File: config.mk
export PLATFORM = sky130hd
export DESIGN_NAME = gray_conv_arbiter_flat
export DESIGN_NICKNAME = d
export VERILOG_FILES = /design/src/rtl/gray_conv_arbiter_if.sv /design/src/rtl/gray_conv_arbiter.sv /design/src/flat_wrapper.sv
export SDC_FILE = /design/constraint.sdc
export NUM_CORES = 1
export LEC_CHECK = 0
export BUFFER_PORTS_ARGS = -buffer_cell sky130_fd_sc_hd__buf_4
export CAP_MARGIN = 40
export CORE_MARGIN = 3
export CORE_UTILIZATION = 53
export CTS_BUF_LIST = sky130_fd_sc_hd__clkbuf_4
export DETAILED_ROUTE_END_ITERATION = 12
export PLACE_DENSITY_LB_ADDON = 0.15
export SLEW_MARGIN = 20
export SYNTH_ARGS = -nofsm -noshare
export SYNTH_HDL_FRONTEND = slang
export SYNTH_SLANG_ARGS = --single-unit
File: constraint.sdc
create_clock -name clk -period 1.9 [get_ports clk]
set_input_delay 0.19 -clock clk [delete_from_list [all_inputs] [get_ports clk]]
set_output_delay 0.19 -clock clk [all_outputs]
set_load 0.05 [all_outputs]
File: src/rtl/gray_conv_arbiter_if.sv
// ---------------------------------------------------------------------------
// gray_conv_arbiter_if
// Bundles the two requester channels, the response channel and the busy flag
// of the shared binary<->Gray converter.
//   req0_*/req1_* : valid/ready handshake plus mode (0=b2g, 1=g2b) and operand
//   rsp_*         : valid/ready handshake plus owning requester id and result
//   busy          : converter is not idle
// Modports: slave = the converter, master = requesters/consumer side.
// ---------------------------------------------------------------------------
interface gray_conv_arbiter_if #(
    parameter int WIDTH = 4
);
    logic             req0_valid;
    logic             req0_ready;
    logic             req0_mode;
    logic [WIDTH-1:0] req0_data;
    logic             req1_valid;
    logic             req1_ready;
    logic             req1_mode;
    logic [WIDTH-1:0] req1_data;
    logic             rsp_valid;
    logic             rsp_ready;
    logic             rsp_id;
    logic [WIDTH-1:0] rsp_data;
    logic             busy;

    modport slave (
        input  req0_valid, req0_mode, req0_data,
        input  req1_valid, req1_mode, req1_data,
        input  rsp_ready,
        output req0_ready, req1_ready,
        output rsp_valid, rsp_id, rsp_data, busy
    );

    modport master (
        output req0_valid, req0_mode, req0_data,
        output req1_valid, req1_mode, req1_data,
        output rsp_ready,
        input  req0_ready, req1_ready,
        input  rsp_valid, rsp_id, rsp_data, busy
    );
endinterface

File: src/rtl/gray_conv_arbiter.sv
// ---------------------------------------------------------------------------
// gray_conv_arbiter
// One binary<->Gray conversion engine shared by two requesters through a
// round-robin arbiter. Binary->Gray takes one cycle; Gray->binary resolves one
// bit per cycle, MSB first. The result is returned tagged with the requester id
// and held until the consumer takes it.
// Ports:
//   clk   : rising-edge clock
//   rst_n : asynchronous active-low reset
//   bus   : gray_conv_arbiter_if.slave (request, response and busy signals)
// ---------------------------------------------------------------------------
module gray_conv_arbiter #(
    parameter int WIDTH = 4
) (
    input  logic                  clk,
    input  logic                  rst_n,
    gray_conv_arbiter_if.slave    bus
);
    localparam int CNT_W = $clog2(WIDTH);

    typedef enum logic [1:0] {
        IDLE = 2'd0,
        B2G  = 2'd1,
        G2B  = 2'd2,
        RESP = 2'd3
    } state_e;

    state_e             state_q, state_d;
    logic [WIDTH-1:0]   op_q, op_d;
    logic [WIDTH-1:0]   res_q, res_d;
    logic [CNT_W-1:0]   cnt_q, cnt_d;
    logic               id_q, id_d;
    logic               last_grant_q, last_grant_d;

    logic               grant0;
    logic               grant1;
    logic               accept;
    logic               acc_mode;
    logic [WIDTH-1:0]   acc_data;
    logic [WIDTH-1:0]   g2b_step;

    // Round-robin: a lone requester always wins; on contention the one that
    // was not granted last time wins.
    assign grant0 = bus.req0_valid & (~bus.req1_valid | last_grant_q);
    assign grant1 = bus.req1_valid & (~bus.req0_valid | ~last_grant_q);

    assign bus.req0_ready = (state_q == IDLE) & grant0;
    assign bus.req1_ready = (state_q == IDLE) & grant1;
    assign accept         = bus.req0_ready | bus.req1_ready;
    assign acc_mode       = grant1 ? bus.req1_mode : bus.req0_mode;
    assign acc_data       = grant1 ? bus.req1_data : bus.req0_data;

    // One Gray->binary step: only the bit selected by cnt_q is resolved, from
    // the already-resolved bit above it; every other bit is kept.
    generate
        for (genvar gi = 0; gi < WIDTH - 1; gi++) begin : g_g2b_bit
            assign g2b_step[gi] = (cnt_q == CNT_W'(gi)) ? (res_q[gi+1] ^ op_q[gi])
                                                        : res_q[gi];
        end
    endgenerate
    assign g2b_step[WIDTH-1] = res_q[WIDTH-1];

    always_comb begin
        state_d      = state_q;
        op_d         = op_q;
        res_d        = res_q;
        cnt_d        = cnt_q;
        id_d         = id_q;
        last_grant_d = last_grant_q;
        case (state_q)
            IDLE: begin
                if (accept) begin
                    op_d         = acc_data;
                    id_d         = grant1;
                    last_grant_d = grant1;
                    if (acc_mode) begin
                        // MSB of a Gray code equals the binary MSB.
                        res_d   = {acc_data[WIDTH-1], {(WIDTH-1){1'b0}}};
                        cnt_d   = CNT_W'(WIDTH - 2);
                        state_d = G2B;
                    end else begin
                        state_d = B2G;
                    end
                end
            end
            B2G: begin
                res_d   = op_q ^ (op_q >> 1);
                state_d = RESP;
            end
            G2B: begin
                res_d = g2b_step;
                cnt_d = cnt_q - 1'b1;
                if (cnt_q == '0) begin
                    state_d = RESP;
                end
            end
            RESP: begin
                if (bus.rsp_ready) begin
                    state_d = IDLE;
                end
            end
            default: state_d = IDLE;
        endcase
    end

    always_ff @(posedge clk or negedge rst_n) begin
        if (!rst_n) begin
            state_q      <= IDLE;
            op_q         <= '0;
            res_q        <= '0;
            cnt_q        <= '0;
            id_q         <= 1'b0;
            last_grant_q <= 1'b1;   // requester 0 wins the first contention
        end else begin
            state_q      <= state_d;
            op_q         <= op_d;
            res_q        <= res_d;
            cnt_q        <= cnt_d;
            id_q         <= id_d;
            last_grant_q <= last_grant_d;
        end
    end

    assign bus.rsp_valid = (state_q == RESP);
    assign bus.rsp_id    = id_q;
    assign bus.rsp_data  = res_q;
    assign bus.busy      = (state_q != IDLE);
endmodule

File: src/flat_wrapper.sv
// flat-port wrapper written by rule: the top's interface ports become plain ports
module gray_conv_arbiter_flat 
#(
    parameter int WIDTH = 4
)
  (clk, rst_n, bus_req0_valid, bus_req0_mode, bus_req0_data, bus_req1_valid, bus_req1_mode, bus_req1_data, bus_rsp_ready, bus_req0_ready, bus_req1_ready, bus_rsp_valid, bus_rsp_id, bus_rsp_data, bus_busy);
  gray_conv_arbiter_if #(.WIDTH(WIDTH)) bus_i ();
  input  logic clk;
  input  logic rst_n;
  input wire logic [$bits(bus_i.req0_valid)-1:0] bus_req0_valid;
  input wire logic [$bits(bus_i.req0_mode)-1:0] bus_req0_mode;
  input wire logic [$bits(bus_i.req0_data)-1:0] bus_req0_data;
  input wire logic [$bits(bus_i.req1_valid)-1:0] bus_req1_valid;
  input wire logic [$bits(bus_i.req1_mode)-1:0] bus_req1_mode;
  input wire logic [$bits(bus_i.req1_data)-1:0] bus_req1_data;
  input wire logic [$bits(bus_i.rsp_ready)-1:0] bus_rsp_ready;
  output wire logic [$bits(bus_i.req0_ready)-1:0] bus_req0_ready;
  output wire logic [$bits(bus_i.req1_ready)-1:0] bus_req1_ready;
  output wire logic [$bits(bus_i.rsp_valid)-1:0] bus_rsp_valid;
  output wire logic [$bits(bus_i.rsp_id)-1:0] bus_rsp_id;
  output wire logic [$bits(bus_i.rsp_data)-1:0] bus_rsp_data;
  output wire logic [$bits(bus_i.busy)-1:0] bus_busy;
  assign bus_i.req0_valid = bus_req0_valid;
  assign bus_i.req0_mode = bus_req0_mode;
  assign bus_i.req0_data = bus_req0_data;
  assign bus_i.req1_valid = bus_req1_valid;
  assign bus_i.req1_mode = bus_req1_mode;
  assign bus_i.req1_data = bus_req1_data;
  assign bus_i.rsp_ready = bus_rsp_ready;
  assign bus_req0_ready = bus_i.req0_ready;
  assign bus_req1_ready = bus_i.req1_ready;
  assign bus_rsp_valid = bus_i.rsp_valid;
  assign bus_rsp_id = bus_i.rsp_id;
  assign bus_rsp_data = bus_i.rsp_data;
  assign bus_busy = bus_i.busy;
  gray_conv_arbiter #(.WIDTH(WIDTH)) u_core (.clk(clk), .rst_n(rst_n), .bus(bus_i));
endmodule
==> qor.csv <==
stage;metric;value;unit
setup_path;crit_family;buffers and inverters;
synthesis;avgSynthCellArea;9.706;µm²
timing;hold_viol;0;
routing;wirelength;2.103;mm
die;die_h;48.58;µm
routing;viasPerCell;5.338;
global_routing;grt_remaining_overflow;0;
timing;finalCritPeriodShare;94.27;%
clock_network;clock_tree.buffer_depth;2;
routing;ant_nets;0;
global_routing;grt_use_total;19.04;%
finish;final_common_cell;buf_4;
timing;timing.final.crit_period;1791;ps
setup_path;reg2regPathDepth;6;
power;p_per_area;1639;nW/µm²
clock_network;clk_pin_slew;90;ps
finish;drive_gt1_share;25.98;%
placed_design;dp_hpwl;1.614;mm
clock_network;cts_tree;done;
finish;antennaDiodeCount;0;
timing;slew_headroom;67.98;%
finish;layout.filler_cells;139;
clock_network;root_buffer;clkbuf_4;
synthesis;synth_nets;123;
synthesis;ys_seq_area_share;36.59;%
setup_path;critPathLaunch;u_core.state_q[0];
setup_path;cp-end-kind;output port;
clock_network;cts_max_level;1;
clock_network;numCtsBuffers;3;
die;start_util;59.63;%
setup_path;r2r_slack;170;ps
synthesis;syn_inst;99;
synthesis;synth.distinct_cells;29;
setup_path;worstPathCellList;inv_1, ha_1, buf_4, inv_1, nor2_2, buf_4;
routing;wl_per_cell;13.93;µm
setup_path;critical_path_class;flop to output port;
routing;drc;0;
finish;final_util;75.31;%
timing;final-setup-viol-count;0;
setup_path;cp-start-kind;flop;
setup_path;worst-path-buf-inv;4;
routing;num_vias;806;
job;max_cap_violations;0;
routing;dr.pass1.iters;4;
die;pin_count;24;
setup_path;cp.depth;6;
die;fp.coreArea;1612;µm²
timing;rsz0062_at_grt;false;
timing;fmaxAchievable;558.3;MHz
synthesis;syn_area;960.9;µm²
setup_path;cp.required;1710;ps
global_routing;grt_pass1_vias;821;
finish;layout_common_cells;buf_4, dfrtp_1, ha_1;
setup_path;critical_path.max_fanout;7;
clock_network;clk_latency;280;ps
setup_path;arrival;1600;ps
global_routing;grt_max_degree;15;
finish;fin_nets;152;
status;status;finished clean;
synthesis;ys_warn_count;0;
clock_network;cts.sinks;14;
timing;worst_pin_slew;477.1;ps
die;die-area;2360;µm²
timing;finalMaxSlewViolations;0;
timing;clock_skew;5.689;ps
synthesis;ys_seq_elements;14;
routing;highest_layer;met4;
timing;setup_tns;0;ps
finish;syn_to_final_growth;26.30;%
global_routing;grt_pass1_wl;3.588;mm
global_routing;antenna_found_initial;0;
clock_network;postCtsSetupRepairBufs;0;
setup_path;r2r_start;u_core.state_q[0];
routing;dr_wl_met3;69;µm
min_path;hp-class;input port to flop;
placed_design;io_buffers;23;
placed_design;place_congestion;0.7557;
setup_path;cpMaxStageDelayCell;dfrtp_1;
routing;first_iter_violations;17;
die;dieWidth;48.58;µm
setup_path;crit_path_max_incr_delay;440;ps
routing;wl_met2;1.015;mm
setup_path;rr_endpoint;u_core.bus.rsp_data[2];
routing;wirelength_met1;990;µm
die;num_rows;14;
setup_path;crit_end;bus_req1_ready;
power;peakVddDrop;973.2;µV
power;power.leakage;0.6357;nW
report_power, final:
part           switching [mW]  internal [mW]
combinational           0.738          0.507
clock                   0.102         0.0761
sequential              0.130          0.435
total                   0.970           1.02
cells in the mapped netlist (all sizes together):
cell / number / area share, %
nand3: 3 / 1.6
nand2: 8 / 3.1
a221oi: 1 / 0.91
dfrtp: 13 / 34
a221o: 1 / 1.0
mux2i: 5 / 5.2
o21ai: 9 / 4.7
ha: 9 / 12
o21a: 2 / 1.6
o221ai: 1 / 1.6
nor2b: 3 / 2.0
a21bo: 1 / 1.0
and2: 1 / 0.65
nor3: 2 / 1.0
a22oi: 1 / 0.78
buf: 1 / 1.2
mux2: 2 / 2.3
a211oi: 1 / 0.78
dfstp: 1 / 2.7
xor2: 6 / 5.5
inv: 8 / 3.1
nor2: 6 / 2.3
a22o: 4 / 3.6
nor3b: 1 / 0.78
a41o: 3 / 3.1
a21boi: 3 / 2.3
a21oi: 2 / 1.0
clkbuf: 1 / 0.39
routing by layer:
metal	vias up	track usage [%]
met2	14	33.26
met1	378	23.51
met5	-	0
met4	0	5.687
li1	410	-
met3	4	3.988
timing repair:
action / CTS / global route
hold endpoints to repair: 14 / 0
endpoints found under the setup margin: 0 / 1
gates resized for setup: 0 / 2
hold buffers: 1 / 0
kinds of logic (layout without fill, tap and decap cells):
logic type	after synthesis	count (layout)	share of synthesized area, %
XOR/XNOR	6	6	5.469
adder cells (fa/ha/maj)	9	9	11.72
buffers and inverters	10	38	4.687
multiplexers	7	7	7.552
AND/OR/NAND/NOR	24	24	11.46
AO/OA/AOI/OAI	29	29	22.53
flip-flops	14	14	36.59
stage by stage:
| stage | area, µm² | power (mW) | instances | hold slack, ps | setup WS, ps |
|---|---|---|---|---|---|
| 2_1_floorplan | 963.4 | 1.481 | 99 | -105.6 | 95.96 |
| 3_3_place_gp | 1166 | 1.759 | 146 | 51.29 | 164.8 |
| 3_5_place_dp | 1166 | 1.796 | 146 | 48.79 | 89.87 |
| 4_1_cts | 1202 | 1.980 | 151 | 202.2 | 76.54 |
| 5_1_grt | 1214 | 2.149 | 151 | 210.6 | 12.98 |
| 6_report | 1214 | 1.989 | 151 | 191.1 | 108.9 |
worst reg2reg max path, stage by stage (launching register included):
cell and delay, ps:
dfrtp_1 440, inv_1 130, ha_1 190, buf_4 160, inv_1 90, a221o_1 360
a41o_1 260
how the worst min path moves through the flow:
stage | startpoint | end | depth (start not counted)
finish | bus_req1_data[2] | u_core.op_q[2] | 3
floorplan | rst_n | u_core.bus.rsp_data[0] | 0
global route | bus_req1_data[1] | u_core.op_q[1] | 3
CTS | bus_req1_data[2] | u_core.op_q[2] | 3
detailed placement | rst_n | u_core.bus.rsp_data[0] | 1
global placement | rst_n | u_core.bus.rsp_data[1] | 1
sequential cells by signal (all words and copies together), names as in the netlist:
name and flops:
u_core.bus.rsp_id 1, u_core.state_q 2, u_core.op_q 4, u_core.cnt_q 2
u_core.bus.rsp_data 4, u_core.last_grant_q 1
final cells by class:
cell class	count	area [µm²]	share of cell area, %
timing repair buffer	26	197.7	16.29
clock buffer	3	22.52	1.856
tap	24	30.03	2.474
clock inverter	1	3.754	0.3093
inverter	8	30.03	2.474
multi-input combinational	75	578.1	47.63
sequential	14	351.6	28.97
Note: power is estimated with default switching activity, not from simulation.
